## src/rtl/booth_mult_unit_pkg.sv

```systemverilog
// Shared constants for the sequential Booth multiplier used by the MULT instruction.
package booth_mult_unit_pkg;

    localparam int unsigned MULT_WIDTH = 32;
    localparam int unsigned MULT_STEPS = 32;

    localparam logic [1:0] ST_M_IDLE = 2'b00;
    localparam logic [1:0] ST_M_RUN  = 2'b01;
    localparam logic [1:0] ST_M_DONE = 2'b10;

    // Booth recoding of {multiplier lsb, previously shifted-out bit}
    localparam logic [1:0] BOOTH_ADD = 2'b01;
    localparam logic [1:0] BOOTH_SUB = 2'b10;

endpackage

```

## src/rtl/booth_mult_unit_step.sv

```systemverilog
// One radix-2 Booth iteration: conditional add/sub of M into the upper accumulator,
// then an arithmetic right shift of {p_hi, p_lo, q_1}.
module booth_mult_unit_step
    import booth_mult_unit_pkg::*;
#(
    parameter int unsigned WIDTH = MULT_WIDTH
) (
    input  logic [WIDTH:0]   p_hi,
    input  logic [WIDTH-1:0] p_lo,
    input  logic             q_1,
    input  logic [WIDTH:0]   m,
    output logic [WIDTH:0]   p_hi_c,
    output logic [WIDTH-1:0] p_lo_c,
    output logic             q_1_c
);

    logic [WIDTH:0] acc;

    always_comb begin
        acc = p_hi;
        case ({p_lo[0], q_1})
            BOOTH_ADD: acc = p_hi + m;
            BOOTH_SUB: acc = p_hi - m;
            default:   acc = p_hi;
        endcase
        // Sign bit of the extended accumulator is replicated into the vacated msb
        p_hi_c = {acc[WIDTH], acc[WIDTH:1]};
        p_lo_c = {acc[0], p_lo[WIDTH-1:1]};
        q_1_c  = p_lo[0];
    end

endmodule

```

## src/rtl/booth_mult_unit.sv

```systemverilog
// Sequential signed WIDTHxWIDTH multiplier for MULT: one Booth step per clock,
// result latched into HI/LO with a single-cycle mult_end pulse.
module booth_mult_unit
    import booth_mult_unit_pkg::*;
#(
    parameter int unsigned WIDTH = MULT_WIDTH,
    parameter int unsigned STEPS = MULT_STEPS
) (
    input  logic             clk,
    input  logic             reset,
    input  logic             mult_control,
    input  logic [WIDTH-1:0] A,
    input  logic [WIDTH-1:0] B,
    output logic [WIDTH-1:0] HI,
    output logic [WIDTH-1:0] LO,
    output logic             mult_end,
    output logic             busy
);

    localparam int unsigned CNT_W = (STEPS > 1) ? $clog2(STEPS) : 1;

    logic [1:0]       state_q;
    logic [1:0]       state_d;
    logic [CNT_W-1:0] count_q;
    logic [WIDTH:0]   m_q;
    logic [WIDTH:0]   p_hi_q;
    logic [WIDTH-1:0] p_lo_q;
    logic             q_1_q;

    logic [WIDTH:0]   p_hi_c;
    logic [WIDTH-1:0] p_lo_c;
    logic             q_1_c;
    logic             last_step_c;
    logic             start_c;

    booth_mult_unit_step #(
        .WIDTH (WIDTH)
    ) u_step (
        .p_hi   (p_hi_q),
        .p_lo   (p_lo_q),
        .q_1    (q_1_q),
        .m      (m_q),
        .p_hi_c (p_hi_c),
        .p_lo_c (p_lo_c),
        .q_1_c  (q_1_c)
    );

    assign last_step_c = (count_q == CNT_W'(STEPS - 1));
    assign start_c     = (state_q == ST_M_IDLE) && mult_control;

    // State register
    always_ff @(posedge clk or posedge reset) begin
        if (reset) begin
            state_q <= ST_M_IDLE;
        end else begin
            state_q <= state_d;
        end
    end

    // Next-state logic; start requests outside IDLE are dropped
    always_comb begin
        state_d = state_q;
        case (state_q)
            ST_M_IDLE: if (mult_control) state_d = ST_M_RUN;
            ST_M_RUN:  if (last_step_c)  state_d = ST_M_DONE;
            ST_M_DONE: state_d = ST_M_IDLE;
            default:   state_d = ST_M_IDLE;
        endcase
    end

    // Datapath, counter and registered outputs
    always_ff @(posedge clk or posedge reset) begin
        if (reset) begin
            count_q  <= '0;
            m_q      <= '0;
            p_hi_q   <= '0;
            p_lo_q   <= '0;
            q_1_q    <= 1'b0;
            HI       <= '0;
            LO       <= '0;
            mult_end <= 1'b0;
            busy     <= 1'b0;
        end else begin
            busy     <= (state_d != ST_M_IDLE);
            mult_end <= (state_q == ST_M_RUN) && last_step_c;
            if (start_c) begin
                m_q     <= {A[WIDTH-1], A};
                p_hi_q  <= '0;
                p_lo_q  <= B;
                q_1_q   <= 1'b0;
                count_q <= '0;
            end else if (state_q == ST_M_RUN) begin
                p_hi_q  <= p_hi_c;
                p_lo_q  <= p_lo_c;
                q_1_q   <= q_1_c;
                count_q <= count_q + CNT_W'(1);
                if (last_step_c) begin
                    HI <= p_hi_c[WIDTH-1:0];
                    LO <= p_lo_c;
                end
            end
        end
    end

endmodule

```

## config.mk

```make
export PLATFORM = sky130hd
export DESIGN_NAME = booth_mult_unit
export DESIGN_NICKNAME = d
export VERILOG_FILES = /design/src/rtl/booth_mult_unit_pkg.sv /design/src/rtl/booth_mult_unit_step.sv /design/src/rtl/booth_mult_unit.sv
export SDC_FILE = /design/constraint.sdc
export NUM_CORES = 1
export LEC_CHECK = 0
export ABC_AREA = 1
export BUFFER_PORTS_ARGS = -buffer_cell sky130_fd_sc_hd__clkbuf_2
export CAP_MARGIN = 20
export CORE_AREA = 10 10 167 169
export CTS_BUF_LIST = sky130_fd_sc_hd__clkbuf_4
export CTS_CLUSTER_DIAMETER = 100
export DETAILED_ROUTE_END_ITERATION = 8
export DIE_AREA = 0 0 177 179
export GPL_TIMING_DRIVEN = 0
export PLACE_DENSITY = 0.66
export REMOVE_ABC_BUFFERS = 1
export SYNTH_ARGS = -nofsm -noshare
export SYNTH_HDL_FRONTEND = slang
export SYNTH_SLANG_ARGS = --single-unit
```

## constraint.sdc

```tcl
create_clock -name clk -period 11.3 [get_ports clk]
set_input_delay 0.565 -clock clk [delete_from_list [all_inputs] [get_ports clk]]
set_output_delay 0.565 -clock clk [all_outputs]
set_load 0.1 [all_outputs]
```

==> qor.txt <==
worst r2r src: q_1_q
layout cells sized above 1: 0.1509
Final Slew Violations: 0
flop and latch count out of synthesis: 170
Design Area, Final: 11200 um^2
HPWL after DPL: 20620 um
type of destination of the critical path: flop
total grt overflow: 0
Gates resized, CTS repair: 0
post-DR wirelength/cell: 15.60 um
all-layer global routing usage: 0.1767
Worst Setup Path Type: flop to flop
worst hold margin: 0.1472 ns
most common cell after layout, fill and taps aside: nand2_1
Max Clk Rate: 251.6 MHz
sequential cell area fraction in the yosys report: 0.4313
final critical-path share of the clock period: 0.3517
pin count of the biggest net entering global routing: 129
number of instances in the synthesized netlist: 1304
area of placed instances: 10870 um^2
most frequent cells in the layout: 403 x nand2_1, 170 x dfrtp_1, 166 x inv_1
global-route wire length before repair: 45110 um
filler instances: 2577
H-tree Lvls: 4
mean area per synthesized cell: 7.565 um^2
buffers added on ports: 132
CTS sink count: 170
area of the core: 24750 um^2
total wire length: 27490 um
RSZ-0062 raised after global routing: no
area of the die: 31680 um^2
Num CTS Buffers: 17
critical path startpoint: q_1_q
nets: 1522
Setup violations, final: 0
Pre-Repair DR Iteration Count: 5
Worst EP required: 11.79 ns
beginning of the worst hold path: A[30]
ports placed on the boundary: 133
warning count from the yosys run: 0
relative slew slack: 0.5322
Die Ht: 179 um
number of endpoints with negative hold slack in the final report: 0
crit path time final: 3.975 ns
max-cap viol count: 0
number of design rule violations left after detail routing: 0
data arrival time of the critical path: 4.47 ns
Mapped Area: 9864 um^2
cell at the root of the clock tree: clkbuf_4
post-route setup TNS: 0 ns
clock input transition at the sequential cells of the worst setup and hold paths: 0.16 ns
number of global-route vias before repair: 8594
DIE WIDTH: 177 um
synth-to-layout area growth: 13.53%
startpoint kind of the worst setup timing path: flop
antenna violations before repair: 1
sequential cell area in the final layout: 4254 um^2
transition time of the tightest slew-check pin: 0.7009 ns
floorplan row count: 58
clock tree from TritonCTS: done
clock insertion delay at the later pin of the skew report: 0.60 ns
number of library cell types mapped by synthesis: 46
Placer Congestion: 0.9184
mean number of vias per cell: 4.917
hold crit path type: input port to flop
DRC marker count from the first detailed-route iteration: 610
total via count after detailed routing: 8664
worst-case clock buffer depth: 2
effective utilization at floorplan: 0.3986
outcome: completed
area of the multi-input gates: 4737 um^2
maximum net fanout on the critical path: 20
Worst Skew: 0.03379 ns
Post-DRT Antenna Nets: 0
-- synth_stat cells, drive strengths merged --
| master | instances | share of area |
|---|---|---|
| nand3 | 74 | 0.042 |
| a21o | 3 | 0.0023 |
| nand4 | 6 | 0.0038 |
| nor3 | 10 | 0.0072 |
| dfrtp | 170 | 0.43 |
| fa | 1 | 0.0020 |
| a22o | 4 | 0.0036 |
| xnor2 | 2 | 0.0018 |
| or2 | 10 | 0.0066 |
| o211ai | 7 | 0.0053 |
| o21ai | 119 | 0.061 |
| o221ai | 31 | 0.028 |
| nand2 | 407 | 0.16 |
| a32o | 1 | 0.0010 |
| o21bai | 8 | 0.0068 |
| nor2 | 81 | 0.034 |
| nand3b | 2 | 0.0015 |
| ha | 36 | 0.046 |
| xor2 | 35 | 0.031 |
| a21oi | 59 | 0.030 |
| o22ai | 3 | 0.0019 |
| nor4 | 6 | 0.0060 |
| o31ai | 2 | 0.0029 |
| inv | 180 | 0.068 |
| buf | 23 | 0.012 |
| a31oi | 1 | 0.00063 |
| o21a | 1 | 0.00076 |
| clkbuf | 22 | 0.0084 |
-- worst paths after layout --
check	endpoint	slack [ns]	depth (start not counted)
setup / recovery	HI[30]	7.33	20
hold / removal	m_q[30]	0.15	3
setup reg to reg	HI[30]	7.33	20
hold reg to reg	HI[16]	0.50	2
max in group asynchronous	p_hi_q[20]	9.87	4
min in group asynchronous	HI[24]	0.47	3
-- per-layer routing --
| layer | track usage | part of all wire | vias up |
|---|---|---|---|
| met5 | 0 | 0 | - |
| met3 | 0.02949 | 0.042 | 20 |
| li1 | - | - | 4434 |
| met1 | 0.2443 | 0.49 | 4047 |
| met2 | 0.2838 | 0.46 | 163 |
| met4 | 0.03958 | 0.011 | 0 |
-- cell families (layout without fill, tap and decap cells) --
group	count (synthesis)	count (layout)	synth area share
simple gates	596	596	0.2562
compound gates	239	239	0.1435
buf+inv	225	352	0.08853
flops	170	170	0.4313
fa+ha+maj	37	37	0.04769
xor+xnor	37	37	0.03285
other cells	0	1	0
-- critical path, cell delays in order (launching register included) --
cell and delay, ns:
dfrtp_1 0.39, inv_1 0.08, ha_1 0.52, inv_1 0.49, nand2_1 0.23, o21ai_1 0.14
a21oi_1 0.25, o21ai_1 0.12, xor2_1 0.21, ha_1 0.38, nand2_1 0.12, nor3_1 0.21
nand2_1 0.12, nor3_1 0.14, nand2_1 0.12, nand2_1 0.09, nand2_1 0.05, nand3_1 0.06
nand2_1 0.06, nand2_1 0.06, nand2_1 0.05
-- layout make-up --
cell class,instances,area share
Multi-Input combinational cell,909,0.4230
Sequential cell,170,0.3798
Timing Repair Buffer,140,0.07396
Inverter,180,0.06122
Tap cell,330,0.03687
Clock inverter,15,0.01352
Clock buffer,17,0.01140
Antenna cell,1,0.0002234
-- flip-flops by register name, indices dropped and copies added, names as in the netlist --
register  count
state_q       2
count_q       5
m_q          32
p_hi_q       32
LO           32
mult_end      1
HI           32
q_1_q         1
p_lo_q       32
busy          1
-- stage by stage --
step                worst slack, ns  utilization  instances
floorplan                     6.132            -       1259
global placement              3.997       0.4340       1721
detailed placement            7.306       0.4394       1726
CTS                           7.258       0.4511       1759
global route                  6.820       0.4526       1762
finish                        7.325       0.4526       1762
-- what timing repair did --
action	in CTS	in global routing
hold endpoints to repair	42	0
hold buffers	1	0
buffers inserted	0	0
Power is left out: the tool's default activity adds up to more than one toggle a clock period on the data nets, which glitch-free logic cannot reach.
